File: src/rtl/io_ports_n.sv
// rtl/io_ports_n.sv - parametrised CPU I/O port bank with handshaked input/output channels
// Optional interrupt request logic is enabled by defining IO_IRQ_EN.
module io_ports_n #(
  parameter int WIDTH  = 8,
  parameter int NPORTS = 4,
  parameter int SELW   = 2
) (
  input  logic                     clk,
  input  logic                     reset,
  input  logic [SELW-1:0]          port_sel,
  input  logic                     rd_en,
  output logic [WIDTH-1:0]         rd_data,
  input  logic                     wr_en,
  input  logic [WIDTH-1:0]         wr_data,
  input  logic [NPORTS*WIDTH-1:0]  in_data,
  input  logic [NPORTS-1:0]        in_valid,
  output logic [NPORTS-1:0]        in_ready,
  output logic [NPORTS-1:0]        in_avail,
  output logic [NPORTS-1:0]        in_ovr,
  output logic [NPORTS*WIDTH-1:0]  out_data,
  output logic [NPORTS-1:0]        out_valid,
  input  logic [NPORTS-1:0]        out_ack,
  input  logic [NPORTS-1:0]        irq_mask,
  output logic                     irq
);

  logic [WIDTH-1:0]  hold [NPORTS];
  logic [NPORTS-1:0] full;
  logic [NPORTS-1:0] full_next;
  logic [NPORTS-1:0] ovr;

  for (genvar k = 0; k < NPORTS; k++) begin : g_ch
    localparam logic [SELW-1:0] K = SELW'(k);

    logic             rd_hit;
    logic             wr_hit;
    logic             capture;
    logic             full_q;
    logic             ovr_q;
    logic             oval_q;
    logic [WIDTH-1:0] hold_q;
    logic [WIDTH-1:0] odata_q;

    assign rd_hit  = rd_en && (port_sel == K);
    assign wr_hit  = wr_en && (port_sel == K);
    assign capture = in_valid[k] && !full_q;

    // A capture into an empty register wins over a read of that same empty register.
    assign full_next[k] = capture || (full_q && !rd_hit);

    always_ff @(posedge clk or posedge reset) begin
      if (reset) begin
        hold_q  <= '0;
        full_q  <= 1'b0;
        ovr_q   <= 1'b0;
        odata_q <= '0;
        oval_q  <= 1'b0;
      end else begin
        if (capture) begin
          hold_q <= in_data[k*WIDTH +: WIDTH];
        end
        full_q <= full_next[k];
        if (rd_hit) begin
          ovr_q <= 1'b0;
        end else if (in_valid[k] && full_q) begin
          ovr_q <= 1'b1;
        end
        if (wr_hit) begin
          odata_q <= wr_data;
          oval_q  <= 1'b1;
        end else if (out_ack[k]) begin
          oval_q  <= 1'b0;
        end
      end
    end

    assign hold[k]                    = hold_q;
    assign full[k]                    = full_q;
    assign ovr[k]                     = ovr_q;
    assign out_valid[k]               = oval_q;
    assign out_data[k*WIDTH +: WIDTH] = odata_q;
  end

  assign in_ready = ~full;
  assign in_avail = full;
  assign in_ovr   = ovr;

  // Selects beyond NPORTS match no channel and so read back as zero.
  always_comb begin
    rd_data = '0;
    for (int i = 0; i < NPORTS; i++) begin
      if (port_sel == SELW'(i)) begin
        rd_data = hold[i];
      end
    end
  end

`ifdef IO_IRQ_EN
  always_ff @(posedge clk or posedge reset) begin
    if (reset) begin
      irq <= 1'b0;
    end else begin
      irq <= |(full_next & irq_mask);
    end
  end
`else
  logic unused_irq_mask;
  assign unused_irq_mask = ^irq_mask;
  assign irq             = 1'b0;
`endif

endmodule
File: config.mk
export PLATFORM = sky130hd
export DESIGN_NAME = io_ports_n
export DESIGN_NICKNAME = d
export VERILOG_FILES = /design/src/rtl/io_ports_n.sv
export SDC_FILE = /design/constraint.sdc
export NUM_CORES = 1
export LEC_CHECK = 0
export ABC_AREA = 0
export BUFFER_PORTS_ARGS = -buffer_cell sky130_fd_sc_hd__buf_2
export CAP_MARGIN = 20
export CORE_UTILIZATION = 53
export DETAILED_ROUTE_END_ITERATION = 7
export PLACE_DENSITY_LB_ADDON = 0.05
export SYNTH_ARGS = -nofsm -noshare
export SYNTH_HDL_FRONTEND = slang
export SYNTH_SLANG_ARGS = --single-unit
File: constraint.sdc
create_clock -name clk -period 3.7 [get_ports clk]
set_input_delay 0.185 -clock clk [delete_from_list [all_inputs] [get_ports clk]]
set_output_delay 0.185 -clock clk [all_outputs]
set_load 0.005 [all_outputs]
[Yosys cells after proc, flatten, opt, wreduce, memory -nomap -nowiden]
Cells that the tools add are included.
Word-level totals
  flip-flop bits (word level): 76
  bits in latches: 0
  memory bits (writable): 0
  ROM bits: 0
  bits of input ports: 58
  output and inout bits: 57
  logic and storage cells: 85
  memories kept: 0
Cells by class
  add/sub/neg operators: 0
  multipliers: 0
  div/mod/pow operators: 0
  magnitude comparators: 0
  equality and inequality tests: 3
  shifts and indexed selects: 0
  mux-type cells: 20
  bitwise gates (word level): 1
  reductions and logical operators: 41
Operators by type and width (count)
  8-bit two-way mux: 4
  1-bit logical AND: 20
  1-bit two-way mux: 16
  2-bit nonzero test: 8
  1-bit zero test: 8
  2-bit == test, second input constant: 2
  1-bit logical OR: 4
  4-bit NOT: 1
  2-bit by 1-bit == test with 1-bit output, second input constant: 1
  2-bit zero test: 1

[Logic depth before layout (Yosys ltp)]
  word-level depth: 5
  gate-level depth with buffers: 4
  depth with buffers taken out: 2

[Worst setup path before layout]
Ideal clock, no wire load.
  path type: input to register
  start: in port_sel[0]
  end: reg g_ch[0].odata_q[0]
  library setup time: 0.125 ns
  arrival: 1.051 ns
  data required time: 3.575 ns
  slack: 2.524 ns
  cell stages on the path: 3
  path buffers: 1
  cells stage by stage: buf_4 nor3b_4 mux2_2
On the way
  longest elaborated chain between the ends: 2
RTL lines
  from (decl): RTL line 10  | input logic [SELW-1:0] port_sel,
  2-bit zero test: RTL line 45  | assign wr_hit = wr_en && (port_sel == K);
  1-bit logical AND: RTL line 45
  to (signal assigned): RTL line 69  | odata_q <= wr_data;
  to (decl): RTL line 42  | logic [WIDTH-1:0] odata_q;
Every way passes these cells.
A chain may end at the register's enable or synchronous reset.

[Worst setup path in the final report]
  start: reg g_ch[1].full_q
  end: reg g_ch[1].hold_q[4]
On the way
  longest elaborated chain between the ends: 2
RTL lines
  from (decl): RTL line 38  | logic full_q;
  from (signal assigned): RTL line 62  | full_q <= full_next[k];
  1-bit zero test: RTL line 46  | assign capture = in_valid[k] && !full_q;
  1-bit logical AND: RTL line 46
  to (signal assigned): RTL line 60  | hold_q <= in_data[k*WIDTH +: WIDTH];
  to (decl): RTL line 41  | logic [WIDTH-1:0] hold_q;
Every way passes these cells.

==> metrics list <==
- DRC viols: 0
- Internal power comes to 1.82 mW.
* Area leader, netlist: dfrtp_1
* Antenna violation net count after detailed routing: 0
* Effective utilization at floorplan: 0.566
* Number of max-slew violations in the final report: 0
* Final-layout fill cell count: 439
- Maximum number of pins on one net before global-route repair: 39
- Sum of routed wire length over all layers: 6210 µm
- Number of nets in the layout: 369
* Leakage power of the design: 1.88 nW
* Result of the run: complete, no violations
- Cts repair resizes: 0
- Of the total power, combinational logic draws 0.228.
- Mapped Nets: 267
- Across every metal layer, demand over resource in global routing totals 0.214.
- After clock tree synthesis, the setup repair step added 0 buffers.
- Antenna cell count: 0
- Area of the core region: 0.00564 mm²
- For this run, the top clock speed supported by timing is 606 MHz.
- Insertion delay of the later-clocked pin in the worst-skew pair: 0.34 ns
* Commonest non-fill, non-tap cell in the layout: buf_2
- Ranked by total cell area, the synthesized netlist is headed by dfrtp_1 60%, mux2_2 23%, mux4_2 5.6%, buf_4 3.3%, inv_1 1.3%.
- Count of yosys warnings during synthesis: 0
* First-pass detailed-route iteration total: 4
* Number of top-level pins: 115
- In the finished design, the share of the clock period the worst path needs comes to 0.446.
- The worst register-to-register path has a depth of 2.
- The die is 79.7 µm wide.
- Via count of the first global-routing pass: 2,065
- Unrepaired setup endpoints after global routing: false
* First-pass GRT wire length: 9860 µm
- Avg Vias per Cell: 5.20
* Net Sw Frac: 0.252
* Power density over the cells: 619 mW/mm²
* Arrival time at the worst endpoint: 1.88 ns
- At the pin with the least slew margin, the transition time is 0.882 ns.
* Portion of total power attributed to the clock network: 0.289
- The routed design could run at a clock period as short as 1.65 ns.
- Total clock buffers created by CTS: 9
* Post-Syn Area: 0.00320 mm²
- STA classifies the critical path endpoint as a flop.
- Buffers placed on the I/O ports in this run total 109.
* Fraction of layout instances using a drive strength above 1: 0.648
* Count of final hold-check violations: 0
- For this run, the register share of the synthesized area comes to 0.595.
* Total Die Area: 0.00634 mm²
- The total overflow left after global routing is 0.
* Half-perimeter wire length of the detailed placement result: 4410 µm
- The worst-case IR drop observed on VDD is 0.331 mV.
* Worst hold-check path type: in2reg
* GP Congestion: 0.691
- Setup violations remaining at the end of the flow were counted as 0.
* Kind of critical path: reg2reg
* Share of power burned in registers: 0.483
- H-tree depth reported by CTS: 3
- Biggest fanout along the worst timing path: 8
* Area overhead of the layout relative to synthesis: 22.9%
* Count of maximum capacitance violations: 0
* Die Ht: 79.7 µm
- Clock slew seen by the registers of the worst setup and hold paths: 0.08 ns
- Setup TNS after final layout: 0 ns
- Synthesis inferred 76 register bits.
- PnR Total Power: 2.43 mW
- The worst hold path was traced through 2 stages.
- The initial antenna violation count was 0.
- Headroom to the max-slew limit came out at 0.411.
* Mean post-synth cell area: 15.3 µm²
- Maximum buffer depth of the clock tree: 2
- In the final routed layout, each cell accounts on average for 16.0 µm.
- The library cells used most frequently in the layout, excluding fill and tap cells, are 109 x buf_2, 76 x dfrtp_1, 64 x mux2_2.
* Category of the worst setup path launch point: flop
* Final worst clock skew: 0.00871 ns
* Count of mapped cells out of synthesis: 209
- In this run, the number of DRC markers left after iteration 0 of detailed routing was 110.
- Critical Path RT: 3.92 ns
- In this run the power spent charging and discharging nets is 613 µW.
* Post-synth cell types: 22
- TritonCTS clock tree: yes
- Clock Sink Count: 76
- Number of rows in the core area: 27
* Clk root buf: clkbuf_8
- Proportion of netlist area held by the largest area contributor: 0.595
* DR vias: 2,014
==> logic make-up after synthesis <==
group | Yosys count | synth area share
AO/OA/AOI/OAI | 15 | 0.0298
buffers and inverters | 32 | 0.0607
multiplexers | 72 | 0.282
AND/OR/NAND/NOR | 13 | 0.0313
other | 1 | 0.00117
flip-flops | 76 | 0.595
==> metal layers <==
metal,vias to the layer above,wire [µm],global-route usage
met5,-,0,0
met4,0,93,0.0927
met3,9,446,0.0537
met2,74,2860,0.330
met1,997,2810,0.288
li1,934,-,-
==> per-stage QoR <==
| step | hold WS, ns | utilization | cells | worst slack (ns) | instance area (µm²) |
|---|---|---|---|---|---|
| after floorplan | 0.281 | - | 209 | 1.58 | 3200 |
| after global routing | 0.0379 | 0.696 | 387 | 1.89 | 3930 |
| after detailed placement | 0.367 | 0.655 | 371 | 2.03 | 3690 |
| after global placement | 0.367 | 0.655 | 371 | 2.04 | 3690 |
| after CTS | 0.0106 | 0.696 | 387 | 2.01 | 3930 |
| final | 0.0195 | 0.696 | 387 | 2.05 | 3930 |
==> final cells by class <==
class | instances | area [µm²] | share of cell area
Tap cell | 72 | 90.1 | 0.0229
Sequential cell | 76 | 1900 | 0.484
Timing Repair Buffer | 112 | 571 | 0.145
Inverter | 11 | 41.3 | 0.0105
Clock inverter | 4 | 72.6 | 0.0185
Clock buffer | 11 | 151 | 0.0385
Multi-Input combinational cell | 101 | 1100 | 0.280
==> state kept, by name, summed over array words and instances, names as in the netlist <==
name          cells
g_ch.full_q       4
g_ch.oval_q       4
g_ch.odata_q     32
g_ch.hold_q      32
g_ch.ovr_q        4
==> critical path: stages, from the launching register on <==
cell and delay (ns):
dfrtp_1 0.43, nor2b_1 0.69, mux2_2 0.42
==> synth_stat cells (all sizes together) <==
cell    number
a21o         2
a21oi        4
a31oi        3
a41oi        2
buf         21
conb         1
dfrtp       76
inv         11
mux2        64
mux4         8
nand3        2
nand3b       2
nor2         3
nor2b        4
nor3b        2
o21ai        3
o21bai       1
==> path summary, 6_finish.rpt <==
path | startpoint | endpoint | slack, ns
worst max-delay path | g_ch[1].full_q | g_ch[1].hold_q[4] | 2.05
worst max register to register | g_ch[1].full_q | g_ch[1].hold_q[4] | 2.05
worst min register to register | g_ch[0].oval_q | g_ch[0].oval_q | 0.48
max in group asynchronous | reset | g_ch[3].hold_q[7] | 2.42
min in group asynchronous | reset | g_ch[0].ovr_q | 0.52
worst min-delay path | out_ack[1] | g_ch[1].oval_q | 0.02
==> power groups by stage <==
| stage | clock, mW | sequential (mW) | combinational (mW) |
|---|---|---|---|
| after floorplan | 0 | 1.17 | 0.375 |
| after global placement | 0 | 1.18 | 0.548 |
| after detailed placement | 0 | 1.19 | 0.563 |
| after CTS | 0.719 | 1.17 | 0.565 |
| after global routing | 0.744 | 1.20 | 0.606 |
| final | 0.704 | 1.17 | 0.555 |
==> repair_timing <==
item	4_1_cts	5_1_grt
hold endpoints to repair	19	0
endpoints found under the setup margin	0	0
hold buffers	1	0
(Power assumes the default switching activity.)
